--- config.mk ---
export PLATFORM = sky130hd
export DESIGN_NAME = screen_ctrl
export DESIGN_NICKNAME = d
export VERILOG_FILES = /design/src/rtl/screen_pkg.sv /design/src/rtl/pixel_pipe.sv /design/src/rtl/screen_ctrl.sv
export SDC_FILE = /design/constraint.sdc
export NUM_CORES = 1
export LEC_CHECK = 0
export BUFFER_PORTS_ARGS = -buffer_cell sky130_fd_sc_hd__buf_4
export CORE_AREA = 3 3 117 74
export CTS_BUF_LIST = sky130_fd_sc_hd__clkbuf_4
export DETAILED_ROUTE_END_ITERATION = 10
export DIE_AREA = 0 0 120 77
export PLACE_DENSITY_LB_ADDON = 0.15
export SLEW_MARGIN = 20
export SYNTH_ARGS = -nofsm -noshare
export SYNTH_HDL_FRONTEND = slang
export SYNTH_HIERARCHICAL = 1
export SYNTH_SLANG_ARGS = --single-unit
--- constraint.sdc ---
create_clock -name clk -period 2.5 [get_ports clk]
set_input_delay 0.375 -clock clk [delete_from_list [all_inputs] [get_ports clk]]
set_output_delay 0.375 -clock clk [all_outputs]
set_load 0.005 [all_outputs]
--- src/rtl/screen_pkg.sv ---
// screen_pkg: shared definitions for the screen controller.
//   state_t    - top-level FSM encoding
//   scr_sel_t  - which full-screen drawer owns the VGA port
//   *_DEF      - default colours and draw watchdog limit
//   is_draw()  - true for the three DRAW_* states
package screen_pkg;

    typedef enum logic [2:0] {
        ST_DRAW_TITLE = 3'd0,
        ST_WAIT_START = 3'd1,
        ST_PLAY       = 3'd2,
        ST_DRAW_WIN   = 3'd3,
        ST_DRAW_LOSE  = 3'd4,
        ST_HOLD       = 3'd5
    } state_t;

    typedef enum logic [1:0] {
        SEL_TITLE = 2'd0,
        SEL_WIN   = 2'd1,
        SEL_LOSE  = 2'd2
    } scr_sel_t;

    localparam logic [2:0] TITLE_FG_DEF = 3'b110;
    localparam logic [2:0] WIN_FG_DEF   = 3'b010;
    localparam logic [2:0] LOSE_FG_DEF  = 3'b100;
    localparam logic [2:0] BG_DEF       = 3'b000;
    localparam int         WDOG_MAX_DEF = 20480;

    function automatic logic is_draw(input state_t s);
        return (s == ST_DRAW_TITLE) || (s == ST_DRAW_WIN) || (s == ST_DRAW_LOSE);
    endfunction

endpackage

--- src/rtl/pixel_pipe.sv ---
// pixel_pipe: one register stage that delays the active drawer's x/y, the
// pixel-valid flag and the screen select, so they line up with the colour
// bit coming out of the drawer's synchronous ROM one cycle later.
// Ports:
//   clk, reset        - clock, synchronous active-high reset (valid only)
//   i_vld/i_x/i_y/i_sel - pixel from the active drawer, this cycle
//   o_vld/o_x/o_y/o_sel - same pixel, one cycle later
module pixel_pipe
    import screen_pkg::*;
(
    input  logic       clk,
    input  logic       reset,
    input  logic       i_vld,
    input  logic [7:0] i_x,
    input  logic [6:0] i_y,
    input  scr_sel_t   i_sel,
    output logic       o_vld,
    output logic [7:0] o_x,
    output logic [6:0] o_y,
    output scr_sel_t   o_sel
);

    logic       r_vld_p1;
    logic [7:0] r_x_p1;
    logic [6:0] r_y_p1;
    scr_sel_t   r_sel_p1;

    // p0 -> p1: drawer address stage to ROM data stage
    always_ff @(posedge clk) begin
        if (reset) begin
            r_vld_p1 <= 1'b0;
        end else begin
            r_vld_p1 <= i_vld;
        end
    end

    // Data is qualified by r_vld_p1 downstream, so it needs no reset.
    always_ff @(posedge clk) begin
        r_x_p1   <= i_x;
        r_y_p1   <= i_y;
        r_sel_p1 <= i_sel;
    end

    assign o_vld = r_vld_p1;
    assign o_x   = r_x_p1;
    assign o_y   = r_y_p1;
    assign o_sel = r_sel_p1;

endmodule

--- src/rtl/screen_ctrl.sv ---
// screen_ctrl: sequences the title / gameplay / win / lose screens, hands the
// VGA port to the active full-screen drawer or to gameplay, and guards every
// screen draw with a watchdog.
// Ports:
//   clk, reset                  - clock, synchronous active-high reset
//   game_start/game_win/game_lose - level-sampled game events
//   en_title/en_win/en_lose     - drawer enables (registered)
//   t_*/w_*/l_*                 - drawer x, y, colour bit, done
//   game_en                     - gameplay owns the VGA port
//   vga_x/vga_y/vga_colour/plot - pixel write to the VGA adapter
//   busy                        - a screen is being drawn
//   wdog_err                    - sticky: a draw hit the watchdog limit
module screen_ctrl
    import screen_pkg::*;
#(
    parameter logic [2:0] TITLE_FG = TITLE_FG_DEF,
    parameter logic [2:0] WIN_FG   = WIN_FG_DEF,
    parameter logic [2:0] LOSE_FG  = LOSE_FG_DEF,
    parameter logic [2:0] BG       = BG_DEF,
    parameter int         WDOG_MAX = WDOG_MAX_DEF
)(
    input  logic       clk,
    input  logic       reset,
    input  logic       game_start,
    input  logic       game_win,
    input  logic       game_lose,
    output logic       en_title,
    output logic       en_win,
    output logic       en_lose,
    input  logic [7:0] t_x,
    input  logic [6:0] t_y,
    input  logic       t_c,
    input  logic       t_done,
    input  logic [7:0] w_x,
    input  logic [6:0] w_y,
    input  logic       w_c,
    input  logic       w_done,
    input  logic [7:0] l_x,
    input  logic [6:0] l_y,
    input  logic       l_c,
    input  logic       l_done,
    output logic       game_en,
    output logic [7:0] vga_x,
    output logic [6:0] vga_y,
    output logic [2:0] vga_colour,
    output logic       plot,
    output logic       busy,
    output logic       wdog_err
);

    localparam int WD_W = $clog2(WDOG_MAX + 1);

    state_t          r_state;
    state_t          w_next;
    logic [WD_W-1:0] r_wdog;

    logic       w_in_draw;
    logic       w_act_en;
    logic       w_act_done;
    logic       w_wdog_hit;
    logic       w_exit;
    logic       w_pix_vld;
    logic [7:0] w_src_x;
    logic [6:0] w_src_y;
    scr_sel_t   w_src_sel;

    logic       w_vld_p1;
    logic [7:0] w_x_p1;
    logic [6:0] w_y_p1;
    scr_sel_t   w_sel_p1;
    logic       w_cbit;
    logic [2:0] w_fg;

    // Active drawer mux, driven by the current state.
    always_comb begin
        w_act_en   = 1'b0;
        w_act_done = 1'b0;
        w_src_x    = '0;
        w_src_y    = '0;
        w_src_sel  = SEL_TITLE;
        case (r_state)
            ST_DRAW_TITLE: begin
                w_act_en   = en_title;
                w_act_done = t_done;
                w_src_x    = t_x;
                w_src_y    = t_y;
                w_src_sel  = SEL_TITLE;
            end
            ST_DRAW_WIN: begin
                w_act_en   = en_win;
                w_act_done = w_done;
                w_src_x    = w_x;
                w_src_y    = w_y;
                w_src_sel  = SEL_WIN;
            end
            ST_DRAW_LOSE: begin
                w_act_en   = en_lose;
                w_act_done = l_done;
                w_src_x    = l_x;
                w_src_y    = l_y;
                w_src_sel  = SEL_LOSE;
            end
            default: ;
        endcase
    end

    assign w_in_draw  = is_draw(r_state);
    assign w_wdog_hit = w_in_draw && (r_wdog == WD_W'(WDOG_MAX - 1));
    assign w_exit     = w_in_draw && (w_act_done || w_wdog_hit);
    // The pixel of a watchdog-forced exit is dropped too: it would otherwise
    // land in a non-drawing state.
    assign w_pix_vld  = w_act_en && !w_act_done && !w_wdog_hit;

    always_comb begin
        w_next = r_state;
        case (r_state)
            ST_DRAW_TITLE: if (w_exit) w_next = ST_WAIT_START;
            ST_WAIT_START: if (game_start) w_next = ST_PLAY;
            ST_PLAY: begin
                if (game_win)       w_next = ST_DRAW_WIN;
                else if (game_lose) w_next = ST_DRAW_LOSE;
            end
            ST_DRAW_WIN:   if (w_exit) w_next = ST_HOLD;
            ST_DRAW_LOSE:  if (w_exit) w_next = ST_HOLD;
            ST_HOLD:       if (game_start) w_next = ST_DRAW_TITLE;
            default:       w_next = ST_DRAW_TITLE;
        endcase
    end

    // Outputs are registered from the next state so they track r_state
    // cycle for cycle; reset holds them low for one extra cycle.
    always_ff @(posedge clk) begin
        if (reset) begin
            r_state  <= ST_DRAW_TITLE;
            en_title <= 1'b0;
            en_win   <= 1'b0;
            en_lose  <= 1'b0;
            game_en  <= 1'b0;
            busy     <= 1'b0;
            wdog_err <= 1'b0;
            r_wdog   <= '0;
        end else begin
            r_state  <= w_next;
            en_title <= (w_next == ST_DRAW_TITLE);
            en_win   <= (w_next == ST_DRAW_WIN);
            en_lose  <= (w_next == ST_DRAW_LOSE);
            game_en  <= (w_next == ST_PLAY);
            busy     <= is_draw(w_next);
            r_wdog   <= (w_in_draw && !w_exit) ? r_wdog + 1'b1 : '0;
            if (w_wdog_hit && !w_act_done) begin
                wdog_err <= 1'b1;
            end
        end
    end

    pixel_pipe u_pipe (
        .clk   (clk),
        .reset (reset),
        .i_vld (w_pix_vld),
        .i_x   (w_src_x),
        .i_y   (w_src_y),
        .i_sel (w_src_sel),
        .o_vld (w_vld_p1),
        .o_x   (w_x_p1),
        .o_y   (w_y_p1),
        .o_sel (w_sel_p1)
    );

    // ROM colour bit arrives now, aligned with the delayed x/y.
    always_comb begin
        w_cbit = 1'b0;
        w_fg   = BG;
        case (w_sel_p1)
            SEL_TITLE: begin w_cbit = t_c; w_fg = TITLE_FG; end
            SEL_WIN:   begin w_cbit = w_c; w_fg = WIN_FG;   end
            SEL_LOSE:  begin w_cbit = l_c; w_fg = LOSE_FG;  end
            default: ;
        endcase
    end

    assign plot       = w_vld_p1;
    assign vga_x      = w_vld_p1 ? w_x_p1 : '0;
    assign vga_y      = w_vld_p1 ? w_y_p1 : '0;
    assign vga_colour = (w_vld_p1 && w_cbit) ? w_fg : BG;

endmodule
==> results of run 1 <==
-- per-stage QoR --
stage,instance area (µm²),utilization (%)
floorplan,1900,-
global placement,2600,33.7
detailed placement,2600,33.7
CTS,2660,34.4
global route,2660,34.4
finish,2660,34.4
-- registers in the layout, summed over array words and instances, names as in the netlist --
signal	cells
en_win	1
r_wdog	15
u_pipe/o_x	8
u_pipe/o_vld	1
u_pipe/o_sel	2
game_en	1
wdog_err	1
en_title	1
en_lose	1
busy	1
u_pipe/o_y	7
r_state	3
-- cell type report --
class,count,area [µm²],share of cell area [%]
sequential,42,841,31.7
clock inverter,2,8.76,0.330
multi-input combinational,153,992,37.4
timing repair buffer,82,616,23.2
inverter,5,18.8,0.707
tap,108,135,5.09
clock buffer,6,45.0,1.70
-- per-layer routing --
metal  part of all wire, %  up-vias
met1                    53      758
met3                   6.4        2
met2                    41       49
met5                     0        -
met4                  0.43        0
li1                      -      862
-- placed cells by master (no fill, tap or decap), drive strengths merged, types with 3 or more instances in the layout --
| cell type | n |
|---|---|
| buf | 82 |
| nor3 | 3 |
| o21ai | 19 |
| dfxtp | 42 |
| or3 | 3 |
| mux2i | 20 |
| nor3b | 3 |
| and2 | 16 |
| nand3 | 5 |
| xnor2 | 10 |
| clkbuf | 6 |
| nand2 | 18 |
| nor2 | 29 |
| xor2 | 3 |
| nand4 | 3 |
| inv | 5 |
-- report_power, final --
group	leakage, µW	switching, µW	total, µW	internal (µW)
sequential	0.000345	55.6	834	779
clock	0.0000331	216	333	117
combinational	0.000709	218	450	232
total	0.00109	489	1620	1130
-- worst max path at each step --
stage	slack, ns	endpoint	start	depth (start not counted)
5_1_grt	0.18	en_title	r_wdog[0]	6
2_1_floorplan	0.71	r_wdog[7]	r_wdog[0]	7
3_3_place_gp	0.45	r_wdog[14]	r_wdog[0]	6
3_5_place_dp	0.39	r_wdog[11]	r_wdog[0]	6
6_report	0.37	en_title	r_wdog[0]	6
4_1_cts	0.34	r_wdog[11]	r_wdog[0]	6
-- critical path, stage by stage, from the launching register on --
cell and delay [ns]:
dfxtp_1 0.40, ha_1 0.20, nand3_1 0.19, nor3_1 0.44, a211oi_1 0.22, o21ai_0 0.36
and3b_1 0.23
-- kinds of logic (layout without fill, tap and decap cells) --
group | count (synthesis) | after routing | synth area share (%)
flip-flops | 42 | 42 | 44.2
AND/OR/NAND/NOR | 91 | 91 | 25.1
multiplexers | 20 | 20 | 10.5
adder cells (fa/ha/maj) | 1 | 1 | 0.657
XOR/XNOR | 13 | 13 | 5.98
other | 1 | 1 | 0.197
buffers and inverters | 14 | 95 | 3.74
AO/OA/AOI/OAI | 27 | 27 | 9.66
==> impl_metrics.yaml, run 1 <==
sta:
  fin_ws_ns: 0.373
  fin_hold_ws_ns: 0.212
  setup_tns_ns: 0
  fin_crit_sh_pct: 85.1
  finalHoldViolCount: 0
  drv_slew: 0
  rsz0062_at_grt: "no"
  maxSlewHeadroom_pct: 66.3
  fmax_mhz: 470
  tightest_slew_ns: 0.505
  skew_ns: 0.0144
  setup_viol: 0
  fin_crit_ns: 2.13
status:
  status: "finished, final reports clean"
yosys:
  async_flop_share_pct: 0
  synth_cells: 209
  yosysWarningCount: 6
  synthTopCellsByCount: "42 x dfxtp_1, 29 x nor2_1, 20 x mux2i_1"
  synth_most_common_cell: "dfxtp_1"
  ys_seq_area_share_pct: 44.2
  postSynthAreaPerCell_um2: 9.11
  synth_top_area_cell: "dfxtp_1"
  syn_nets: 266
  synth-edff-count: 0
  ys_ff_latch: 42
  yosysTopAreaCellShare_pct: 44.2
  synth.area.top_cells: "dfxtp_1 44%, mux2i_1 11%, nor2_1 5.7%"
  syn_area_um2: 1900
  ys.flop_type: "dfxtp_1"
  synthDistinctLibCells: 41
hold_path:
  hold_depth: 3
  hp-class: "in2reg"
  hold_end: "u_pipe/o_y[0]"
  hold_start: "w_y[0]"
detailed_routing:
  drt_iter0_markers: 52
  dr.pass1.iters: 4
  wire_per_inst_um: 12.3
  num_vias: 1671
  antenna_left: 0
  drc: 0
  wl_mm: 4.91
  viasPerCell: 4.20
final_layout:
  fin_cells: 398
  drive_above_1_share_pct: 33.8
  n_antenna_cell: 0
  nets: 346
  synthToLayoutAreaGrowth_pct: 39.5
  fillers: 826
power_and_ir_drop:
  leakagePower_uw: 0.00109
  report.power.total_uw: 1620
  power.density_nw_per_um2: 609
  ir_drop_mv: 0.237
cts:
  cts_made_buffers: 5
  clkTransAtPathRegs_ns: 0.13
  clockBufferDepth: 2
  cts_resized: 0
  cts_tree: "yes"
  htreeDepth: 2
  clock_sinks: 42
  cts_root_buf: "clkbuf_4"
  post_cts_buffers: 0
  clock_latency_ns: 0.34
  ctsHoldBuffers: 0
critical_path:
  worstPathArrival_ns: 2.38
  cp-end-kind: "flip-flop"
  cp_max_fo: 5
  critical_path_class: "reg2reg"
  crit_path_start_kind: "flip-flop"
  r2r-end: "en_title"
  reg2regPathDepth: 6
  r2r_setup_slack_ns: 0.37
  r2r-start: "r_wdog[0]"
  worstPathRequired_ns: 2.75
placement:
  finalWeightedCongestion: 0.698
  pre_cts_ws_ns: 0.388
  io_buffers: 79
  hpwl_mm: 3.78
  dp_cells: 390
global_routing:
  antenna_found_initial: 0
  use_met1_pct: 16.7
  grt_pass1_vias: 1585
  grt-busiest-layer: "met1"
  grt-ovfl-total: 0
  use_met2_pct: 14.5
  grt_max_degree: 23
  met3_usage_pct: 3.10
  grt_pass1_wl_mm: 8.06
  gr-usage-all-layers_pct: 10.9
floorplan:
  num_rows: 25
  die_area_um2: 9240
  die_h_um: 77
  ios: 81
  initial_core_util_pct: 24.6
  coreArea_um2: 7730
  die_w_um: 120
job:
  drv_cap: 0
Power figures use the tool's default switching activity.
==> run 2, diff against run 1 <==
SYNTH_HIERARCHICAL = default   (was 1)
==> run 2 against run 1 <==
Routed wire length fell by 1.8%. Sequential share of layout area increased by 0.23 points. Die area is the same. Highest routed layer unchanged. Area after synthesis down 0.72%. Clock power hardly changed. Clock skew rose by 0.0021 ns. Fmax increased by 0.89%. Synthesized cell count up 1.4%.
==> impl_metrics.yaml, run 2 <==
critical_path:
  worstPathArrival_ns: 2.35
  critical_path_class: "reg2reg"
  cp_slowest_stage_delay_ns: 0.55
  worstPathCellList: "ha_1 -> nand3_2 -> or4_4 -> o211a_1 -> or2_1 -> and4b_1"
  crit_path_start_kind: "flip-flop"
  cp_top_family: "simple AND/OR/NAND/NOR gates"
  crit_start: "r_wdog[0]"
  cpMaxStageDelayCell: "or4_4"
  r2r-start: "r_wdog[0]"
  crit_buf_inv: 0
  cp-end-kind: "flip-flop"
  cp_max_fo: 5
  worstPathRequired_ns: 2.74
yosys:
  synth-edff-count: 0
  syn_nets: 269
  synth.area.top_cells: "dfxtp_1 44%, mux2i_1 9.5%, nor2_1 6.0%"
  synthDistinctLibCells: 40
  postSynthAreaPerCell_um2: 8.92
  yosysWarningCount: 0
  ys.flop_type: "dfxtp_1"
  synthTopCellsByCount: "42 x dfxtp_1, 30 x nor2_1, 19 x nand2_1"
  syn_area_um2: 1890
  ys_seq_area_share_pct: 44.5
  ys_ff_latch: 42
  synth_cells: 212
  yosysTopAreaCellShare_pct: 44.5
  synth_most_common_cell: "dfxtp_1"
  async_flop_share_pct: 0
  synth_top_area_cell: "dfxtp_1"
sta:
  rsz0062_at_grt: "no"
  finalHoldViolCount: 0
  setup_tns_ns: 0
  drv_slew: 0
  maxSlewHeadroom_pct: 63.3
  tightest_slew_ns: 0.550
  fin_crit_sh_pct: 84.3
  fmax_mhz: 474
  fin_crit_ns: 2.11
  skew_ns: 0.0164
  setup_viol: 0
cts:
  cts_tree: "yes"
  htreeDepth: 2
  cts_root_buf: "clkbuf_4"
  clockBufferDepth: 2
  cts_made_buffers: 5
  ctsHoldBuffers: 0
  post_cts_buffers: 0
  clock_sinks: 42
  clock_latency_ns: 0.34
  clkTransAtPathRegs_ns: 0.13
  cts_resized: 0
final_layout:
  largest_reg_flops: 15
  fin_cells: 399
  drive_above_1_share_pct: 33.3
  max_flop_register: "r_wdog"
  nets: 347
  synthToLayoutAreaGrowth_pct: 39.5
  final_cell_mix: "82 x buf_4, 42 x dfxtp_1, 30 x nor2_1"
  mostFrequentLayoutCell: "buf_4"
  n_antenna_cell: 0
placement:
  dp_cells: 391
  finalWeightedCongestion: 0.722
  hpwl_mm: 3.60
  io_buffers: 79
global_routing:
  gr-usage-all-layers_pct: 10.4
  antenna_found_initial: 0
  grt_pass1_wl_mm: 7.73
  grt_pass1_vias: 1568
  grt_max_degree: 22
  grt-ovfl-total: 0
floorplan:
  coreArea_um2: 7730
  initial_core_util_pct: 24.5
  die_w_um: 120
  ios: 81
  die_h_um: 77
  die_area_um2: 9240
  num_rows: 25
detailed_routing:
  antenna_left: 0
  dr.pass1.iters: 4
  wl_mm: 4.82
  viasPerCell: 3.97
  num_vias: 1586
  drt_iter0_markers: 106
  drc: 0
  wire_per_inst_um: 12.1
power_and_ir_drop:
  power.density_nw_per_um2: 542
  leakagePower_uw: 0.00105
  ir_drop_mv: 0.215
hold_path:
  hold_start: "w_y[0]"
  hp-class: "in2reg"
status:
  status: "finished, final reports clean"
job:
  drv_cap: 0
run 2: cell types whose count changed after synthesis, sizes merged, moves of 2 or more:
cell,change
o21ai,-2
and3,-2
inv,-2
or3,-2
mux2i,-2
o211ai,+2
a21oi,+3
clkbuf,+2
xnor2,-3
xor2,+3
nand3b,-2
run 2: cell families after synthesis:
group	synth area share, %
mux	10.1
buf+inv	3.64
flops	44.5
other cells	0.198
xor+xnor	6.02
compound gates	9.46
fa+ha+maj	0.662
simple gates	25.4
run 2: cell type report:
| type | count | area, µm² |
|---|---|---|
| timing repair buffer | 82 | 616 |
| multi-input combinational | 156 | 981 |
| sequential | 42 | 841 |
| tap | 108 | 135 |
| clock inverter | 2 | 8.76 |
| inverter | 3 | 11.3 |
| clock buffer | 6 | 45.0 |
| fill | 815 | 5090 |
run 2: per-layer routing:
layer	track usage (%)	routed length, µm
met3	2.87	247
met2	14.7	1990
met1	15.5	2560
met4	2.40	23
met5	0	0
run 2: power by group:
group	total (µW)	switching, µW	internal [µW]
Clock	336	219	117
Combinational	314	153	161
Sequential	779	35.5	744
Total	1430	407	1020
run 2: stage by stage:
step | util, % | area (µm²) | setup slack, ns | total power (µW) | hold slack, ns
finish | 34.1 | 2640 | 0.392 | 1430 | 0.215
CTS | 34.1 | 2640 | 0.374 | 1450 | 0.193
detailed placement | 33.4 | 2580 | 0.392 | 1110 | 0.452
global route | 34.1 | 2640 | 0.269 | 1520 | 0.203
global placement | 33.4 | 2580 | 0.452 | 1110 | 0.439
floorplan | - | 1890 | 0.540 | 964 | 0.429
run 2: final timing paths:
check	cells past startpoint	end	slack (ns)
worst max-delay path	6	en_title	0.39
worst min-delay path	3	u_pipe.o_y[0]	0.22
worst min register to register	1	r_wdog[0]	0.48
worst max register to register	6	en_title	0.39
run 2: worst min-delay path, delay by kind of cell:
family / cells / cell delay [ns]
AO/OA/AOI/OAI: 1 / 0.05
AND/OR/NAND/NOR: 1 / 0.03
buffers and inverters: 1 / 0.07
